[config.mk]
export PLATFORM = sky130hd
export DESIGN_NAME = fifo_push_arbiter
export DESIGN_NICKNAME = d
export VERILOG_FILES = /design/src/rtl/fifo_arb_pkg.sv /design/src/rtl/fifo_push_arbiter_rr_pick.sv /design/src/rtl/fifo_push_arbiter.sv
export SDC_FILE = /design/constraint.sdc
export NUM_CORES = 1
export LEC_CHECK = 0
export ABC_CLOCK_PERIOD_IN_PS = 2210
export CORE_UTILIZATION = 39
export DETAILED_ROUTE_END_ITERATION = 16
export GPL_TIMING_DRIVEN = 0
export HOLD_SLACK_MARGIN = 0.15
export PLACE_DENSITY_LB_ADDON = 0.2
export SLEW_MARGIN = 20
export SYNTH_ARGS = -nofsm -noshare
export SYNTH_HDL_FRONTEND = slang
export SYNTH_HIERARCHICAL = 1
export SYNTH_SLANG_ARGS = --single-unit
export TNS_END_PERCENT = 1
[constraint.sdc]
create_clock -name clk -period 2.21 [get_ports clk]
set_clock_uncertainty 0.1 [all_clocks]
set_input_delay 0.442 -clock clk [delete_from_list [all_inputs] [get_ports clk]]
set_output_delay 0.442 -clock clk [all_outputs]
set_load 0.02 [all_outputs]
[src/rtl/fifo_arb_pkg.sv]
// fifo_arb_pkg: shared types and sizing helpers for the FIFO push arbiter.
package fifo_arb_pkg;
    localparam int N_REQ_DEF  = 4;
    localparam int DATA_W_DEF = 8;
    localparam int CNT_W_DEF  = 16;

    typedef enum logic {IDLE, LOCKED} arb_state_e;

    function automatic int grant_w(input int n);
        return (n > 1) ? $clog2(n) : 1;
    endfunction
endpackage

[src/rtl/fifo_push_arbiter_rr_pick.sv]
// rr_pick: round-robin winner search starting at ptr, wrapping at N.
module rr_pick
    import fifo_arb_pkg::*;
#(
    parameter int N = N_REQ_DEF,
    parameter int W = grant_w(N)
) (
    input  logic [N-1:0] valid,
    input  logic [W-1:0] ptr,
    output logic [W-1:0] winner,
    output logic         any
);
    logic [2*N-1:0] dbl;
    logic [N-1:0]   rot;
    logic [W-1:0]   idx;
    logic [W:0]     sum;

    // Rotate so ptr lands at bit 0, take the lowest set bit, then rotate back.
    always_comb begin
        dbl = {valid, valid};
        rot = N'(dbl >> ptr);
        idx = '0;
        for (int i = N - 1; i >= 0; i--)
            if (rot[i]) idx = W'(i);
        sum = {1'b0, idx} + {1'b0, ptr};
        winner = (sum >= (W+1)'(N)) ? W'(sum - (W+1)'(N)) : W'(sum);
        any = |valid;
    end
endmodule

[src/rtl/fifo_push_arbiter.sv]
// fifo_push_arbiter: packet-locking round-robin arbiter feeding one FIFO push port.
module fifo_push_arbiter
    import fifo_arb_pkg::*;
#(
    parameter int N_REQ  = N_REQ_DEF,
    parameter int DATA_W = DATA_W_DEF,
    parameter int CNT_W  = CNT_W_DEF,
    localparam int GW    = grant_w(N_REQ)
) (
    input  logic                    clk,
    input  logic                    reset,
    input  logic [N_REQ-1:0]        req_valid_i,
    input  logic [N_REQ*DATA_W-1:0] req_data_i,
    input  logic [N_REQ-1:0]        req_last_i,
    output logic [N_REQ-1:0]        req_ready_o,
    output logic                    fifo_push_o,
    output logic [DATA_W-1:0]       fifo_push_data_o,
    input  logic                    fifo_full_i,
    output logic [GW-1:0]           grant_id_o,
    output logic                    busy_o,
    output logic [CNT_W-1:0]        pkt_count_o
);
    arb_state_e        state;
    logic [GW-1:0]     grant_q;
    logic [GW-1:0]     ptr;
    logic [CNT_W-1:0]  pkt_count;
    logic [GW-1:0]     winner;
    logic              any;
    logic              locked;
    logic              done;
    logic [DATA_W-1:0] words [N_REQ];

    rr_pick #(.N(N_REQ), .W(GW)) u_pick (
        .valid  (req_valid_i),
        .ptr    (ptr),
        .winner (winner),
        .any    (any)
    );

    always_comb begin
        for (int k = 0; k < N_REQ; k++)
            words[k] = req_data_i[k*DATA_W +: DATA_W];
        locked           = (state == LOCKED);
        req_ready_o      = (locked && !fifo_full_i) ? N_REQ'(1) << grant_q : '0;
        fifo_push_o      = locked && !fifo_full_i && req_valid_i[grant_q];
        fifo_push_data_o = locked ? words[grant_q] : '0;
        done             = fifo_push_o && req_last_i[grant_q];
    end

    always_ff @(posedge clk or posedge reset) begin
        if (reset) begin
            state     <= IDLE;
            grant_q   <= '0;
            ptr       <= '0;
            pkt_count <= '0;
        end else if (state == IDLE) begin
            if (any) begin
                grant_q <= winner;
                state   <= LOCKED;
            end
        end else if (done) begin
            state     <= IDLE;
            ptr       <= (grant_q == GW'(N_REQ - 1)) ? '0 : grant_q + 1'b1;
            pkt_count <= (&pkt_count) ? pkt_count : pkt_count + 1'b1;
        end
    end

    assign grant_id_o  = grant_q;
    assign busy_o      = locked;
    assign pkt_count_o = pkt_count;
endmodule

Yosys cells after proc, flatten, opt, wreduce, memory -nomap -nowiden

Cells that the tools add are included.
Widths: inputs -> output; s select.

Output and inout port bits: 32
Register bits after elaboration: 21

Muxes and demuxes: 18
$lt $le $gt $ge: 3
$add $sub $neg: 4
Bitwise operators: 3
Equal/unequal tests: 1
Reductions and logical operators: 9
Shift operators: 2

Operator list:

| operator              | count |
|---|---|
| $mux 8                | 3 |
| $add 16x1->16 const B | 1 |
| $bmux 8 s2            | 1 |
| $reduce_and 16->1     | 1 |
| $mux 2                | 6 |
| $shr 8x2->4           | 1 |
| $ge 3x3->1 const B    | 2 |
| $mux 1                | 5 |
| $bmux 1 s2            | 2 |
| $mux 4                | 1 |
| $reduce_and 2->1      | 2 |
| $reduce_or 4->1       | 1 |
| $shl 1x2->4 const A   | 1 |
| $add 2x2->3           | 1 |
| $logic_and 1x1->1     | 3 |
| $lt 2x3->1 const B    | 1 |
| $not 2->3             | 1 |
| $reduce_and 3->1      | 1 |
| $add 2x1->2 const B   | 1 |
| $eq 2x2->1 const B    | 1 |
| $not 1->1             | 2 |
| $sub 2x1->2 const B   | 1 |
| $logic_not 1->1       | 1 |

Logic depth before layout (Yosys ltp)

Word-level depth: 8
Depth in mapped cells: 10
Depth with buffers taken out: 9

Modules after synthesis

Netlist, hierarchy kept.

By module, submodules not included:

| module            | seq. area each (um2) | times used | area each (um2) | cells an instance |
|---|---|---|---|---|
| fifo_push_arbiter | 525.5                | 1          | 1,410.1         | 121 |
| rr_pick           | 0.0                  | 1          | 178.9           | 27 |

Least setup slack after synthesis

Ideal clock, no wire load.

Kind: register to output
Start point: register grant_q[0] (netlist: grant_id_o[0])
End point: output port fifo_push_data_o[0]
Stages on the path, launching flop included: 4
Path slack: 0.057 ns
Data arrival time: 1.611 ns
Buffers on the path: 1
Cells stage by stage: dfrtp_1 buf_2 mux4_2 and2_1

Cells in the longest elaborated chain, start to end: 5

RTL lines:

| element                                   | line                    | source |
|---|---|---|
| start, declared                           | fifo_push_arbiter.sv:24 | `logic [GW-1:0] grant_q;` |
| start signal, assigned                    | fifo_push_arbiter.sv:58 | `grant_q <= winner;` |
| $not 2->3 (not written as such)           | fifo_push_arbiter.sv:46 | `fifo_push_data_o = locked ? words[grant_q] : '0;` |
| $bmux 8 s2                                | fifo_push_arbiter.sv:46 |  |
| $mux 8 (not written as such) (2 in a row) | fifo_push_arbiter.sv:46 |  |
| $mux 8                                    | fifo_push_arbiter.sv:46 |  |
| end, declared                             | fifo_push_arbiter.sv:17 | `output logic [DATA_W-1:0] fifo_push_data_o,` |

No other way between the ends. The select of a mux whose other input is x is not followed.

Worst setup path after layout

Start point: register grant_q[0] (netlist: grant_id_o[0])
End point: output port fifo_push_o

Cells in the longest elaborated chain, start to end: 3

RTL lines:

| element                      | line                    | source |
|---|---|---|
| $bmux 1 s2                   | fifo_push_arbiter.sv:45 | `fifo_push_o = locked && !fifo_full_i && req_valid_i[grant_q];` |
| $mux 1 (not written as such) | fifo_push_arbiter.sv:45 |  |
| $logic_and 1x1->1            | fifo_push_arbiter.sv:45 |  |
| end, declared                | fifo_push_arbiter.sv:16 | `output logic fifo_push_o,` |

No other way between the ends. The select of a mux whose other input is x is not followed.

==> Flow_metrics.wiki <==
{| class="wikitable"
! Metric !! Value
|-
| R2r worst-path depth || 5
|-
| Share of layout cells above drive strength 1 || 0.189
|-
| Routed vias/inst || 5.40
|-
| Last weighted congestion value of the routability-driven placer || 0.784
|-
| Register area share after synthesis || 0.331
|-
| Area added between synthesis and finish || 52.6%
|-
| Via count of the first global-routing pass || 1450
|-
| Transition time of the tightest slew-check pin || 0.798 ns
|-
| Vertical die dimension || 65.8 um
|-
| Initial antenna violation count || 0
|-
| Horizontal die dimension || 65.8 um
|-
| ANT nets after route || 0
|-
| Clock-pin slew of the registers on the worst-case setup and hold paths || 0.08 ns
|-
| Top routing layer in use || met4
|-
| GR Util All Layers || 0.205
|-
| Number of standard-cell rows in the floorplan || 22
|-
| Routed wire length on met2 || 2080 um
|-
| Shortest period the worst path allows || 2.20 ns
|-
| Sequential cell area || 527 um^2
|-
| Crit Path Category || reg2out
|-
| Detail-routed net length per standard cell || 15.7 um
|-
| Portion of synthesized cell area occupied by the leading cell type || 0.331
|-
| Final count of pins violating max slew || 0
|-
| Required time at the worst-slack endpoint || 1.67 ns
|-
| Port-buffer cells || 74
|-
| Class of the most critical hold timing path || reg2reg
|-
| Status || completed
|-
| Most frequent cell after synthesis || sky130_fd_sc_hd__dfrtp_1
|-
| EDFF count, synth || 0
|-
| DRT met1 WL || 1770 um
|-
| TritonCTS clock tree || done
|-
| Final net count || 278
|-
| DRC errors left || 0
|-
| Sum of negative setup slack || 0 ns
|-
| Cell type contributing the most total cell area after synthesis || sky130_fd_sc_hd__dfrtp_1
|-
| Count of H-tree levels built during CTS || 1
|-
| Number of design-rule violations left by the first detailed-router iteration || 37
|-
| Maximum number of pins on one net before global-route repair || 22
|-
| Number of standard cells after synthesis || 148
|-
| Via total after detailed routing || 1491
|-
| Part of the cycle the worst path needs || 0.996
|-
| Later-pin clock latency in the skew report || 0.26 ns
|-
| Met3 wire len || 428 um
|-
| Final number of setup-violating endpoints || 0
|-
| Maximum root-to-sink buffer count || 2
|-
| Place WS || -0.602 ns
|-
| Number of search-and-repair iterations in the first detailed-routing pass || 4
|-
| Core outline area || 3770 um^2
|-
| Worst-case hold slack || 0.422 ns
|-
| Setup crit end kind || primary output
|-
| Worst slew margin relative to its limit || 0.467
|-
| Power per unit of standard cell area || 883 nW/um^2
|-
| Peak supply drop || 713 uV
|-
| Most numerous cell types in the synthesized netlist || 21 x sky130_fd_sc_hd__dfrtp_1, 13 x sky130_fd_sc_hd__and2_1, 13 x sky130_fd_sc_hd__xor2_1, 11 x sky130_fd_sc_hd__nand2_1, 10 x sky130_fd_sc_hd__mux4_2
|-
| Number of nets in the synthesized netlist || 197
|-
| Static leakage || 1.05 nW
|-
| Number of buffers created by CTS || 3
|-
| Initial Util || 0.421
|-
| Arrival @ worst endpoint || 1.66 ns
|-
| Total design power || 2.14 mW
|-
| Number of endpoints with negative hold slack in the final report || 0
|-
| GRT Residual Overflow || 0
|-
| Ys async rst share || 1.00
|-
| Largest fanout of any net on the critical path || 5
|-
| Layout filler cell count || 323
|-
| Synth cell types || 39
|-
| PnR worst setup slack || 0.00926 ns
|-
| Max cap viols || 0
|-
| Root Buffer Master || sky130_fd_sc_hd__clkbuf_8
|-
| Post-detailed-routing wire length || 4330 um
|-
| Worst Setup Start Kind || register
|-
| Die area || 4330 um^2
|-
| Biggest area contributors in the synthesized netlist || sky130_fd_sc_hd__dfrtp_1 33%, sky130_fd_sc_hd__mux4_2 14%, sky130_fd_sc_hd__xor2_1 7.2%
|-
| Global-route wire length before repair || 6820 um
|-
| Area of the multi-input gates || 1010 um^2
|-
| Antenna fix cells || 0
|-
| Number of warnings reported in the yosys synthesis log || 6
|-
| Setup repair after global routing missed its margin || true
|-
| Half-perimeter wire length after detailed placement || 3300 um
|-
| Number of synthesized register bits || 21
|-
| Ys flop type || sky130_fd_sc_hd__dfrtp_1
|-
| Hold path cells || 1
|-
| Mapped Area || 1590 um^2
|-
| Io pins || 75
|-
| Max Freq || 0.454 GHz
|-
| Clock net sink count || 21
|-
| Synthesized area per cell || 10.7 um^2
|}
kinds of logic after synthesis:
family | synth area share
DFF | 0.331
AOI/OAI and AO/OA | 0.0480
xor gates and xnor gates | 0.0827
adders and majority gates | 0.0472
and+or+nand+nor | 0.276
buffers and inverters | 0.0386
muxes | 0.176
per-layer routing:
| layer | up-vias | track usage |
|---|---|---|
| met4 | 0 | 0.0625 |
| li1 | 705 | - |
| met1 | 709 | 0.252 |
| met2 | 72 | 0.361 |
| met5 | - | 0 |
| met3 | 5 | 0.0379 |
registers in the layout (all words and copies together), names as in the netlist:
name	count
pkt_count_o	16
grant_id_o	2
ptr	2
busy_o	1
worst max-delay path, cell delays in order (launching register included):
cell	delay (ns)
sky130_fd_sc_hd__dfrtp_2	0.40
sky130_fd_sc_hd__buf_6	0.13
sky130_fd_sc_hd__mux4_2	0.54
sky130_fd_sc_hd__and2_4	0.18
sky130_fd_sc_hd__buf_4	0.15
worst paths after layout:
path / from / slack (ns) / endpoint
setup / recovery: grant_id_o[0] / 0.009 / fifo_push_o
hold / removal: pkt_count_o[11] / 0.42 / pkt_count_o[11]
setup reg to reg: grant_id_o[0] / 0.19 / pkt_count_o[14]
hold reg to reg: pkt_count_o[11] / 0.42 / pkt_count_o[11]
max in group asynchronous: reset / 0.93 / grant_id_o[0]
min in group asynchronous: reset / 0.53 / pkt_count_o[3]
cells in the final DEF, fill, tap and decap left out, types with 3 or more instances in the layout:
master / Yosys / layout
sky130_fd_sc_hd__and2_1: 13 / 12
sky130_fd_sc_hd__buf_2: 1 / 8
sky130_fd_sc_hd__buf_4: 3 / 5
sky130_fd_sc_hd__clkbuf_8: 0 / 3
sky130_fd_sc_hd__clkdlybuf4s50_1: 0 / 56
sky130_fd_sc_hd__dfrtp_1: 21 / 20
sky130_fd_sc_hd__dlygate4sd2_1: 0 / 8
sky130_fd_sc_hd__ha_1: 6 / 6
sky130_fd_sc_hd__inv_1: 5 / 5
sky130_fd_sc_hd__mux2_2: 4 / 4
sky130_fd_sc_hd__mux4_2: 10 / 10
sky130_fd_sc_hd__nand2_1: 11 / 11
sky130_fd_sc_hd__nand2b_1: 3 / 3
sky130_fd_sc_hd__nand3_1: 4 / 4
sky130_fd_sc_hd__nand4_1: 5 / 5
sky130_fd_sc_hd__nor2_1: 5 / 5
sky130_fd_sc_hd__nor3_1: 8 / 8
sky130_fd_sc_hd__nor4_1: 5 / 5
sky130_fd_sc_hd__o21ai_0: 3 / 3
sky130_fd_sc_hd__xor2_1: 13 / 13
power breakdown:
group	total (mW)	switching, mW	internal [mW]
clock	0.252	0.123	0.129
sequential	0.576	0.108	0.468
combinational	1.31	0.648	0.666
total	2.14	0.879	1.26
stage by stage:
| step | cell area, um^2 | cells | utilization |
|---|---|---|---|
| detailed placement | 2390 | 270 | 0.634 |
| floorplan | 1590 | 148 | - |
| global route | 2420 | 276 | 0.643 |
| CTS | 2400 | 275 | 0.637 |
| global placement | 2390 | 270 | 0.634 |
| finish | 2420 | 276 | 0.643 |
layout make-up:
cell class / instances / share of cell area
Multi-Input combinational cell: 116 / 0.417
Timing Repair Buffer: 76 / 0.293
Sequential cell: 21 / 0.217
Tap cell: 48 / 0.0248
Buffer: 6 / 0.0217
Clock buffer: 4 / 0.0186
Inverter: 5 / 0.00774
repair_timing:
action,4_1_cts,5_1_grt
buffers inserted,1,1
hold endpoints to repair,0,0
hold buffers,0,0
gates resized for setup,49,5
pin swaps,0,0
setup endpoints to repair,15,5
No activity file was read; power rests on OpenSTA's default activity.
